==> src/rtl/sdram_port_arbiter.sv <==
// sdram_port_arbiter
//   Shares one 16-bit SDRAM request port between NUM_REQ requesters.
//   Only one transaction is in flight at a time. The winner's command is latched
//   at grant. sdr_req is held until sdr_rdy arrives. Completion is reported with
//   a one-cycle one-hot ack and, for reads, the returned data on rdata.
//
//   Build option ARB_ROUND_ROBIN_EN:
//     defined   -> round-robin arbitration
//     undefined -> fixed priority, where index 0 is the highest priority
//
//   Ports
//     sys_clk, reset         clock, asynchronous active-high reset
//     req/req_we             per-requester request level and write flag
//     req_addr/wdata/be      packed per-requester command fields (24/16/2 bits each)
//     ack                    one-hot completion pulse
//     rdata                  last read data
//     busy                   grant through ack cycle
//     grant_idx              current or last winner
//     sdr_addr/data/be/we    latched command to the SDRAM controller
//     sdr_req                request level to the SDRAM controller
//     sdr_rdy, sdr_q         completion pulse and read data from the SDRAM controller
module sdram_port_arbiter #(
  parameter int unsigned NUM_REQ = 3
) (
  input  logic                  sys_clk,
  input  logic                  reset,
  input  logic [NUM_REQ-1:0]    req,
  input  logic [NUM_REQ-1:0]    req_we,
  input  logic [NUM_REQ*24-1:0] req_addr,
  input  logic [NUM_REQ*16-1:0] req_wdata,
  input  logic [NUM_REQ*2-1:0]  req_be,
  output logic [NUM_REQ-1:0]    ack,
  output logic [15:0]           rdata,
  output logic                  busy,
  output logic [2:0]            grant_idx,
  output logic [23:0]           sdr_addr,
  output logic [15:0]           sdr_data,
  output logic [1:0]            sdr_be,
  output logic                  sdr_we,
  output logic                  sdr_req,
  input  logic                  sdr_rdy,
  input  logic [15:0]           sdr_q
);

  typedef enum logic [1:0] {IDLE, WAIT, DONE} state_t;

  state_t              state_q, state_d;
  logic [NUM_REQ-1:0]  ack_q, ack_d;
  logic [15:0]         rdata_q, rdata_d;
  logic                busy_q, busy_d;
  logic [2:0]          grant_q, grant_d;
  logic [23:0]         addr_q, addr_d;
  logic [15:0]         data_q, data_d;
  logic [1:0]          be_q, be_d;
  logic                we_q, we_d;
  logic                sreq_q, sreq_d;
`ifdef ARB_ROUND_ROBIN_EN
  logic [2:0]          rr_q, rr_d;
`endif

  int unsigned         win;
  logic                found;
  logic [23:0]         sel_addr;
  logic [15:0]         sel_data;
  logic [1:0]          sel_be;
  logic                sel_we;

  // Winner selection and a mux of the winner's command fields.
  always_comb begin
    win   = 0;
    found = 1'b0;
`ifdef ARB_ROUND_ROBIN_EN
    // Search order rr+1, rr+2, ... wrapping; the pointer itself comes last.
    for (int unsigned k = 1; k <= NUM_REQ; k++) begin
      for (int unsigned i = 0; i < NUM_REQ; i++) begin
        if (!found && req[i] && (i == (32'(rr_q) + k) % NUM_REQ)) begin
          win   = i;
          found = 1'b1;
        end
      end
    end
`else
    for (int unsigned i = 0; i < NUM_REQ; i++) begin
      if (!found && req[i]) begin
        win   = i;
        found = 1'b1;
      end
    end
`endif
    sel_addr = '0;
    sel_data = '0;
    sel_be   = '0;
    sel_we   = 1'b0;
    for (int unsigned i = 0; i < NUM_REQ; i++) begin
      if (i == win) begin
        sel_addr = req_addr[24*i +: 24];
        sel_data = req_wdata[16*i +: 16];
        sel_be   = req_be[2*i +: 2];
        sel_we   = req_we[i];
      end
    end
  end

  always_comb begin
    state_d = state_q;
    ack_d   = '0;
    rdata_d = rdata_q;
    busy_d  = busy_q;
    grant_d = grant_q;
    addr_d  = addr_q;
    data_d  = data_q;
    be_d    = be_q;
    we_d    = we_q;
    sreq_d  = sreq_q;
`ifdef ARB_ROUND_ROBIN_EN
    rr_d    = rr_q;
`endif
    unique case (state_q)
      IDLE: begin
        if (found) begin
          addr_d  = sel_addr;
          data_d  = sel_data;
          be_d    = sel_be;
          we_d    = sel_we;
          sreq_d  = 1'b1;
          busy_d  = 1'b1;
          grant_d = 3'(win);
`ifdef ARB_ROUND_ROBIN_EN
          rr_d    = 3'(win);
`endif
          state_d = WAIT;
        end
      end
      WAIT: begin
        if (sdr_rdy) begin
          sreq_d = 1'b0;
          for (int unsigned i = 0; i < NUM_REQ; i++) begin
            ack_d[i] = (32'(grant_q) == i);
          end
          if (!we_q) rdata_d = sdr_q;
          state_d = DONE;
        end
      end
      DONE: begin
        // req is not looked at here, so a level still held from the
        // acked requester cannot cause a second grant.
        busy_d  = 1'b0;
        state_d = IDLE;
      end
      default: state_d = IDLE;
    endcase
  end

  always_ff @(posedge sys_clk or posedge reset) begin
    if (reset) begin
      state_q <= IDLE;
      ack_q   <= '0;
      rdata_q <= '0;
      busy_q  <= 1'b0;
      grant_q <= '0;
      addr_q  <= '0;
      data_q  <= '0;
      be_q    <= '0;
      we_q    <= 1'b0;
      sreq_q  <= 1'b0;
`ifdef ARB_ROUND_ROBIN_EN
      rr_q    <= 3'(NUM_REQ - 1);
`endif
    end else begin
      state_q <= state_d;
      ack_q   <= ack_d;
      rdata_q <= rdata_d;
      busy_q  <= busy_d;
      grant_q <= grant_d;
      addr_q  <= addr_d;
      data_q  <= data_d;
      be_q    <= be_d;
      we_q    <= we_d;
      sreq_q  <= sreq_d;
`ifdef ARB_ROUND_ROBIN_EN
      rr_q    <= rr_d;
`endif
    end
  end

  assign ack       = ack_q;
  assign rdata     = rdata_q;
  assign busy      = busy_q;
  assign grant_idx = grant_q;
  assign sdr_addr  = addr_q;
  assign sdr_data  = data_q;
  assign sdr_be    = be_q;
  assign sdr_we    = we_q;
  assign sdr_req   = sreq_q;

endmodule
==> config.mk <==
export PLATFORM = sky130hd
export DESIGN_NAME = sdram_port_arbiter
export DESIGN_NICKNAME = d
export VERILOG_FILES = /design/src/rtl/sdram_port_arbiter.sv
export SDC_FILE = /design/constraint.sdc
export NUM_CORES = 1
export LEC_CHECK = 0
export BUFFER_PORTS_ARGS = -buffer_cell sky130_fd_sc_hd__buf_2
export CAP_MARGIN = 40
export CORE_MARGIN = 3
export CORE_UTILIZATION = 49
export DETAILED_ROUTE_END_ITERATION = 10
export PLACE_DENSITY = 0.95
export SLEW_MARGIN = 20
export SYNTH_ARGS = -nofsm -noshare
export SYNTH_HDL_FRONTEND = slang
export SYNTH_SLANG_ARGS = --single-unit
==> constraint.sdc <==
create_clock -name sys_clk -period 4.1 [get_ports sys_clk]
set_clock_uncertainty 0.1 [all_clocks]
set_input_delay 0.82 -clock sys_clk [delete_from_list [all_inputs] [get_ports sys_clk]]
set_output_delay 0.82 -clock sys_clk [all_outputs]
set_load 0.01 [all_outputs]
* After elaboration in Yosys (flattened, before gate mapping)
Cells that the tools add are included.
** Word-level totals
- Word-level logic and storage cells :: 59
- Register bits :: 69
- Input port bits :: 151
- Output and inout port bits :: 67
** Operators by class
- Eq/ne operators :: 8
- Bitwise logic cells :: 1
- Mux-type cells :: 26
- Reduce and logical (&&, ||, !) cells :: 14
** Operators with widths (count)
- $mux 24 :: 3
- $mux 16 :: 3
- $eq 1x32->1 const A :: 1
- $eq 2x32->1 const A :: 1
- $logic_not 32->1 :: 1
- $mux 32 :: 1
- $mux 2 :: 5
- $mux 1 :: 9
- $mux 3 :: 2
- $reduce_and 2->1 :: 3
- $reduce_and 3->1 :: 2
- $ne 2x2->1 const B :: 2
- $pmux 1 s2 :: 2
- $pmux 2 s2 :: 1
- $reduce_bool 2->1 :: 2
- $eq 3x1->1 const B :: 1
- $eq 3x2->1 const B :: 1
- $logic_not 3->1 :: 1
- $eq 2x1->1 const B :: 1
- $eq 2x2->1 const B :: 1
- $logic_and 1x1->1 :: 2
- $logic_not 1->1 :: 2
- $logic_not 2->1 :: 1
- $not 1->1 :: 1

* Logic depth before layout (Yosys ltp)
Gate-level depths: netlist of run 1.
- Word-level depth :: 11
- Depth in mapped cells :: 6
- Depth with buffers taken out :: 3

* Worst setup path before layout of run 1
No wires, ideal clock.
- Path type :: input to register
- Start point :: input port req[1]
- End point :: register addr_q[10], in the netlist sdr_addr[10]
- Arrival time :: 1.701 ns
- Setup time :: 0.130 ns
- Buffers on the path :: 3
- Cell stages on the path :: 6
- Data required time :: 3.870 ns
- Setup slack :: 2.168 ns
- Cells stage by stage :: buf_6 -> nor3_4 -> nand2b_1 -> buf_4 -> buf_6 -> o31ai_2
** On the way
- Word-level cells in the longest chain between the ends :: 9
- Elaborated cells on any way between the ends :: 14
- Classes of those cells :: eq/ne: 2; mux: 7; reduce/logical: 5
** RTL lines
- start: declaration :: line 27 : input logic [NUM_REQ-1:0] req,
- $logic_and 1x1->1 (*) :: line 84 : if (!found && req[i]) begin
- $mux 1 :: line 84
- $logic_not 1->1 :: line 84
- $logic_and 1x1->1 :: line 84
- $mux 32 :: line 84
- $logic_not 32->1 :: line 95 : if (i == win) begin
- $mux 24 (3 in a row) :: line 95
- end signal: assignment :: line 175 : addr_q <= addr_d;
- end: declaration :: line 52 : logic [23:0] addr_q, addr_d;
Mark *: on every way between the ends. The rest lies on a longest branch, timed or not.
A chain may end at the register's enable or synchronous reset.

* Final worst setup path of run 1
- Start point :: input port req[1]
- End point :: register we_q, in the netlist sdr_we
** On the way
- Word-level cells in the longest chain between the ends :: 9
- Elaborated cells on any way between the ends :: 14
- Classes of those cells :: eq/ne: 2; mux: 7; reduce/logical: 5
** RTL lines
- $logic_and 1x1->1 (*) :: line 84
- $mux 1 :: line 84
- $logic_not 1->1 :: line 84
- $logic_and 1x1->1 :: line 84
- $mux 32 :: line 84
- $logic_not 32->1 :: line 95
- $mux 1 (3 in a row) :: line 95
- end signal: assignment :: line 178 : we_q <= we_d;
- end: declaration :: line 55 : logic we_q, we_d;
Marks and branches as above.

==> results of run 1 <==
==> per-layer routing <==
metal / GRT usage (%) / vias up / wire [um]
met5: 0 / - / 0
met4: 9.60 / 0 / 176
met3: 6.41 / 19 / 1050
met2: 44.4 / 193 / 6240
met1: 28.3 / 1851 / 4520
li1: - / 1828 / -
==> per-stage QoR <==
stage               instance area (um^2)  instances  hold WS, ps  power (W)
floorplan                           3980        410          409    0.00201
global placement                    4950        692          361    0.00245
detailed placement                  5000        694          369    0.00256
CTS                                 5190        710          386    0.00308
global route                        5190        710          401    0.00329
finish                              5190        710          384    0.00305
==> area by class of cell <==
class / instances / area [um^2] / share of cell area (%)
Inverter: 4 / 15.0 / 0.289
Sequential cell: 68 / 1700 / 32.8
Clock buffer: 10 / 138 / 2.65
Clock inverter: 6 / 48.8 / 0.940
Tap cell: 102 / 128 / 2.46
Timing Repair Buffer: 223 / 1170 / 22.6
Multi-Input combinational cell: 297 / 1980 / 38.2
==> cells in the final DEF (no fill, tap or decap), types with 2 or more instances in the layout <==
master,instances
buf_2,216
dfrtp_1,68
nor2_1,47
o21ai_0,45
nand2b_1,43
or3b_1,43
a21oi_1,34
o31ai_1,33
mux2_1,10
a21oi_2,10
o31ai_2,10
clkbuf_8,10
mux2_2,6
buf_4,5
nand2_1,4
inv_1,3
clkinvlp_4,3
nor3b_1,2
clkinv_4,2
buf_16,2
==> worst max-delay path: stages <==
cell and delay (ps):
buf_2 610, o21ba_2 600, buf_16 230, nor2_1 50, o31ai_1 270
==> worst paths after layout <==
path,startpoint,end,slack (ps),cells past startpoint
max in group asynchronous,reset,sdr_data[6]$_DFFE_PP0P_,2520,3
min in group asynchronous,reset,rdata[14]$_DFFE_PP0P_,400,2
worst min register to register,rdata[12]$_DFFE_PP0P_,rdata[12]$_DFFE_PP0P_,380,1
worst min-delay path,rdata[12]$_DFFE_PP0P_,rdata[12]$_DFFE_PP0P_,380,1
worst max register to register,state_q[0]$_DFFE_PP0P_,sdr_addr[6]$_DFFE_PP0P_,2270,4
worst max-delay path,req[1],sdr_we$_DFFE_PP0P_,1610,5
==> report_power, final <==
group / switching (W) / total (W) / internal, W / leakage, nW
clock: 0.000267 / 0.000507 / 0.000240 / 0.0851
sequential: 0.000182 / 0.00118 / 0.00100 / 0.820
combinational: 0.000749 / 0.00136 / 0.000611 / 1.57
==> logic make-up after synthesis <==
| group | share of synthesized area (%) |
|---|---|
| AO/OA/AOI/OAI | 22.1 |
| buffers and inverters | 7.48 |
| flip-flops | 42.7 |
| multiplexers | 4.53 |
| other | 0.0942 |
| AND/OR/NAND/NOR | 23.0 |
==> flip-flops by register name, indices dropped and copies added, names as in the netlist <==
name	count
ack	3
busy	1
grant_idx	2
rdata	16
sdr_addr	24
sdr_be	2
sdr_data	16
sdr_req	1
sdr_we	1
state_q	2
==> results.cfg, run 1 <==
[synthesis]
async_flop_share_pct = 100
yosys-top-cells-area = dfrtp_1 43%, or3b_1 9.5%, nand2b_1 6.9%, o31ai_1 6.2%, o21ai_0 5.7%
yosys_warnings = 0
synth_nets = 561
synth_flop_cell = dfrtp_1
synth_seq_area_share_pct = 42.7
syn_area_per_cell_um2 = 9.71
synthCells = 410
yosysUniqueCellTypes = 28
post-synth-top-count-cell = dfrtp_1
netlist.area_leader.share_pct = 42.7
netlist_area_um2 = 3980
yosys-top-cells-count = 68 x dfrtp_1, 47 x nor2_1, 45 x o21ai_0
yosysTopAreaCell = dfrtp_1
ys_seq_elements = 68
synth-edff-count = 0

[clock_tree]
clock_latency_ps = 330
cts_resized = 0
clock_sinks = 68
path_clk_slew_ps = 70
cts_made_buffers = 9
h-tree-depth = 3
cts-root-buf = clkbuf_8
clockBufferDepth = 2
cts_setup_buffers = 0
postCtsHoldBufs = 0
cts_tree = done

[global_route]
grt.total_usage_pct = 24.9
grt_pass1_wl_um = 17700
grt_overflow = 0
antenna_found_initial = 0
grt_max_degree = 50
grt_pass1_vias = 3623

[detailed_routing]
first_pass_iters = 5
ant_nets = 0
wl_per_cell_um = 16.9
drc = 0
via_per_inst = 5.48
drt-total-wl_um = 12000
vias = 3891
dr.first_iter.drc_count = 188

[sta]
setup_viol = 0
fin_ws_ps = 1610
report.final.slew_viol_count = 0
maxSlewHeadroom_pct = 47.2
period_needed_ps = 2490
final-hold-violation-count = 0
max_freq_mhz = 402
rsz0062_at_grt = no
worstMarginPinSlew_ps = 792
period_share_pct = 60.6
tns_ps = 0

[floorplan]
core-area_um2 = 7810
num_rows = 32
die_area_um2 = 9240
pin_count = 218
die_w_um = 96.1
start_util_pct = 51.0
die_height_um = 96.1

[critical_path]
cp-end-kind = register
start_kind = input pin
required_ps = 4210
crit_type = in -> reg
path_max_fanout = 49
arrival_ps = 2600

[finish]
fillers = 620
drive_gt1_share_pct = 44.6
area_delta_synth_final_pct = 30.3
nets = 754
fin_util_pct = 66.5
num_antenna_cells = 0

[placement]
gp_congestion = 0.765
hpwl_um = 9020
pre_cts_ws_ps = 1270
io_buffers = 216

[flow_run]
cap_violations = 0

[worst_hold_path]
hold_class = reg -> reg

[power]
p_leak_nw = 2.48
power.density_nw_per_um2 = 588
peakVddDrop_mv = 0.252

[run_status]
outcome = finished clean
Power figures use the tool's default switching activity.
==> inputs of run 2 (changes only) <==
CORE_UTILIZATION = 45   (was 49)
PLACE_DENSITY = 0.91   (was 0.95)
clock period = 2.3 ns   (was 4.1 ns; I/O delays follow)
==> run 2 against run 1 <==
Via count increased by 0.67%. Largest cell class unchanged. Critical path type is now reg -> reg. Combinational power is 79% higher. Die area up 8.3%. Highest routed layer unchanged. Power up 82%. Final area increased by 1.4%. Routed wire length up 2.4%.
==> results.cfg, run 2 (synthesis gave the netlist of run 1 again) <==
[run_status]
outcome = finished clean

[placement]
io_buffers = 216
hpwl_um = 9260
gp_congestion = 0.870

[clock_tree]
path_clk_slew_ps = 90
clockBufferDepth = 2
clock_sinks = 68
h-tree-depth = 3
clock_latency_ps = 330
cts_made_buffers = 9
postCtsHoldBufs = 0
cts_tree = done
cts_setup_buffers = 0
cts-root-buf = clkbuf_8
cts_resized = 0

[finish]
num_antenna_cells = 0
nets = 759
multiInputGateArea_um2 = 1980
area_delta_synth_final_pct = 32.2
regArea_um2 = 1700
layout_common_cells = 216 x buf_2, 68 x dfrtp_1, 47 x nor2_1
drive_gt1_share_pct = 45.0
largest_register_ff_count = 24
fillers = 683
layout_commonest_cell = buf_2

[detailed_routing]
ant_nets = 0
wl_per_cell_um = 17.1
drc = 0
first_pass_iters = 4
via_per_inst = 5.46
drt-total-wl_um = 12300
vias = 3917
dr.first_iter.drc_count = 176

[sta]
period_share_pct = 76.2
rsz0062_at_grt = no
final-hold-violation-count = 0
setup_viol = 0
max_freq_mhz = 570
period_needed_ps = 1750
worstMarginPinSlew_ps = 502
tns_ps = 0
maxSlewHeadroom_pct = 66.5
report.final.slew_viol_count = 0

[critical_path]
crit_family = flip-flops
cpPeakStageDelay_ps = 440
path_cells = or2_1, buf_4, o21ai_0, o31ai_2
crit_type = reg -> reg
cp-end-kind = register
crit_slowest_cell = dfrtp_1
start_kind = register
arrival_ps = 1870
path_max_fanout = 29
required_ps = 2420
path_buf_inv = 1

[power]
p_total_w = 0.00554
p_leak_nw = 2.52
power.density_nw_per_um2 = 1050
peakVddDrop_mv = 0.480

[global_route]
grt.total_usage_pct = 24.1
grt_overflow = 0
grt_pass1_wl_um = 19400
grt_max_degree = 47
grt_pass1_vias = 4009
antenna_found_initial = 0

[floorplan]
num_rows = 33
start_util_pct = 47.3
core-area_um2 = 8420
pin_count = 218
die_w_um = 100
die_height_um = 100
die_area_um2 = 10000

[worst_hold_path]
hold_class = in -> async

[flow_run]
cap_violations = 0
==> run 2: cell count changes in the layout (fill, tap and decap cells not counted), sizes merged <==
| cell | previous run | this run |
|---|---|---|
| inv | 5 | 6 |
| clkinv | 2 | 3 |
| clkbuf | 10 | 9 |
| buf | 223 | 228 |
| clkinvlp | 3 | 1 |
| bufinv | 0 | 1 |
==> run 2: stage by stage <==
| stage | cells | hold slack [ps] | utilization (%) | area (um^2) | setup WS, ps |
|---|---|---|---|---|---|
| after floorplan | 410 | 409 | - | 3980 | 28.5 |
| after global routing | 718 | 25.9 | 62.5 | 5260 | 414 |
| after global placement | 702 | 360 | 60.1 | 5070 | 451 |
| after CTS | 718 | 14.0 | 62.5 | 5260 | 534 |
| after detailed placement | 702 | 370 | 60.1 | 5070 | 344 |
| final | 718 | 7.40 | 62.5 | 5260 | 547 |
==> run 2: power by group <==
group | internal, W | total, W | switching, W
combinational | 0.00109 | 0.00243 | 0.00134
sequential | 0.00178 | 0.00211 | 0.000329
clock | 0.000507 | 0.00100 | 0.000493
total | 0.00338 | 0.00554 | 0.00216
==> run 2: cell type report <==
type / count / area share [%]
multi-input cells: 297 / 37.7
flip-flops and latches: 68 / 32.3
repair buffers: 228 / 23.4
well taps: 105 / 2.50
clock buffers: 9 / 2.35
clock inverters: 7 / 1.40
inverters: 4 / 0.285
==> run 2: path summary, 6_finish.rpt <==
path                       slack [ps]  cells past startpoint              startpoint                       end
setup / recovery                  550                      4  state_q[0]$_DFFE_PP0P_  sdr_addr[16]$_DFFE_PP0P_
setup reg to reg                  550                      4  state_q[0]$_DFFE_PP0P_  sdr_addr[16]$_DFFE_PP0P_
max in group asynchronous        1460                      3                   reset  sdr_data[14]$_DFFE_PP0P_
min in group sys_clk              230                      2               sdr_q[10]     rdata[10]$_DFFE_PP0P_
hold / removal                      7                      2                   reset  sdr_data[10]$_DFFE_PP0P_
hold reg to reg                   390                      1    rdata[9]$_DFFE_PP0P_      rdata[9]$_DFFE_PP0P_
==> run 2: metal layers <==
layer  GRT usage (%)  wire, um
met1            29.6      4710
met2            43.0      6370
met3            4.03      1040
met4            7.98       143
met5               0         0
==> inputs of run 3 (changes only) <==
ABC_AREA = 1   (was unset)
CORE_UTILIZATION = 39   (was 45)
PLACE_DENSITY = 0.86   (was 0.91)
clock period = 1.6 ns   (was 2.3 ns; I/O delays follow)
==> run 3 against run 2 <==
Combinational power rose by 44%. Sequential power rose by 39%. Register-to-register slack got worse by 330 ps. Core utilization fell by 6.1 points. Routed wire length fell by 15%. Power rose by 41%. First-iteration DRC count fell by 13%. Critical path type unchanged.
==> results.cfg, run 3 <==
[synthesis]
synth-edff-count = 0
yosysTopAreaCell = dfrtp_1
syn_area_per_cell_um2 = 6.84
synthCells = 524
yosys-top-cells-area = dfrtp_1 48%, nand2_1 27%, nor2_1 9.3%, nand3_1 8.2%, buf_2 2.8%
ys_seq_elements = 68
netlist.area_leader.share_pct = 47.5
yosys_warnings = 0
post-synth-top-count-cell = nand2_1
yosysUniqueCellTypes = 16
synth_seq_area_share_pct = 47.5
yosys-top-cells-count = 257 x nand2_1, 89 x nor2_1, 68 x dfrtp_1
async_flop_share_pct = 100
synth_nets = 675
synth_flop_cell = dfrtp_1
netlist_area_um2 = 3580

[floorplan]
num_rows = 34
core-area_um2 = 8810
die_height_um = 102
start_util_pct = 40.7
die_w_um = 102
pin_count = 218
die_area_um2 = 10400

[global_route]
grt_max_degree = 69
grt_pass1_vias = 3562
grt_overflow = 0
antenna_found_initial = 0
grt.total_usage_pct = 19.6
grt_pass1_wl_um = 16200

[power]
power.density_nw_per_um2 = 1570
swShare_pct = 40.2
p_leak_nw = 3.01
p_clk_share_pct = 17.6
p_switching_w = 0.00313
p_int_w = 0.00466
peakVddDrop_mv = 0.681
power_frac_comb_pct = 44.8
seq_power_share_pct = 37.6

[clock_tree]
postCtsHoldBufs = 1
cts-root-buf = clkbuf_8
clockBufferDepth = 2
cts_tree = done
h-tree-depth = 3
cts_resized = 0
path_clk_slew_ps = 70
cts_made_buffers = 9
clock_latency_ps = 330
clock_sinks = 68
cts_setup_buffers = 0

[worst_hold_path]
min_to = state_q[0]$_DFFE_PP0P_
holdPathStages = 2
min_from = sdr_rdy
hold_class = in -> reg

[finish]
fillers = 839
drive_gt1_share_pct = 34.0
layout_common_cells = 256 x nand2_1, 216 x buf_2, 89 x nor2_1
nets = 884
num_antenna_cells = 0
layout_commonest_cell = nand2_1
area_delta_synth_final_pct = 38.6
largest_register_ff_count = 24
fin_util_pct = 56.4

[sta]
report.final.slew_viol_count = 0
period_share_pct = 86.4
maxSlewHeadroom_pct = 65.3
tns_ps = 0
max_freq_mhz = 723
rsz0062_at_grt = no
final-hold-violation-count = 0
worstMarginPinSlew_ps = 520
setup_viol = 0
period_needed_ps = 1380

[placement]
hpwl_um = 7710
io_buffers = 216
gp_congestion = 0.926

[detailed_routing]
ant_nets = 0
first_pass_iters = 5
drc = 0
vias = 3950
dr.first_iter.drc_count = 154
via_per_inst = 4.67
wl_per_cell_um = 12.3
drt-total-wl_um = 10400

[flow_run]
cap_violations = 0

[run_status]
outcome = finished clean

[critical_path]
path_max_fanout = 16
required_ps = 1720
ff2ff_setup_slack_ps = 220
arrival_ps = 1500
crit-reg2reg-launch = state_q[1]$_DFFE_PP0P_
reg2regPathDepth = 6
r2r-end = rdata[5]$_DFFE_PP0P_
start_kind = register
cp-end-kind = register
crit_type = reg -> reg
-- run 3: power groups by stage --
stage | clock, W | sequential (W) | combinational [W]
final | 0.00137 | 0.00293 | 0.00349
after global placement | 0 | 0.00294 | 0.00344
after global routing | 0.00151 | 0.00303 | 0.00394
after CTS | 0.00142 | 0.00294 | 0.00354
after detailed placement | 0 | 0.00295 | 0.00355
after floorplan | 0 | 0.00331 | 0.00178
-- run 3: kinds of logic after synthesis --
group	after synthesis	synth area share [%]
AO/OA/AOI/OAI	4	0.559
other	1	0.105
flip-flops	68	47.5
buffers and inverters	40	6.36
AND/OR/NAND/NOR	411	45.5
-- run 3: layer usage --
layer	up-vias	GRT usage (%)	part of all wire, %
li1	2028	-	-
met1	1742	25.8	43
met2	157	31.8	48
met3	23	4.44	7.3
met4	0	7.57	2.2
met5	-	0	0
-- run 3: through the flow --
step                      std cells  hold WS (ps)  total power, W  worst slack [ps]  cell area [um^2]
after CTS                       846          79.7         0.00791               202              4970
after global placement          829           347         0.00638               223              4760
after detailed placement        829           349         0.00649               161              4760
after global routing            846           112         0.00849              77.2              4970
after floorplan                 524           329         0.00509               285              3590
final                           846           102         0.00779               217              4970
-- run 3: critical path: stages (launching register included) --
cell and delay, ps:
dfrtp_1 370, inv_1 60, nand2_1 110, inv_2 80, nand2_1 310, nand2_1 170
nand2_1 60
-- run 3: worst max-delay path by stage --
| stage | slack [ps] | startpoint | endpoint | cells after the start |
|---|---|---|---|---|
| floorplan | 290 | sdr_we$_DFFE_PP0P_ | rdata[10]$_DFFE_PP0P_ | 5 |
| global placement | 220 | req[1] | sdr_addr[23]$_DFFE_PP0P_ | 8 |
| detailed placement | 160 | req[1] | sdr_addr[23]$_DFFE_PP0P_ | 8 |
| CTS | 200 | state_q[1]$_DFFE_PP0P_ | rdata[5]$_DFFE_PP0P_ | 6 |
| global route | 80 | state_q[1]$_DFFE_PP0P_ | rdata[3]$_DFFE_PP0P_ | 6 |
| finish | 220 | state_q[1]$_DFFE_PP0P_ | rdata[5]$_DFFE_PP0P_ | 6 |
-- run 3: layout make-up --
type	count	area (um^2)	share of cell area [%]
well taps	108	135	2.72
clock buffers	10	128	2.57
multi-input cells	416	1660	33.3
flip-flops and latches	68	1700	34.3
clock inverters	6	65.1	1.31
repair buffers	229	1240	25.0
inverters	9	37.5	0.756
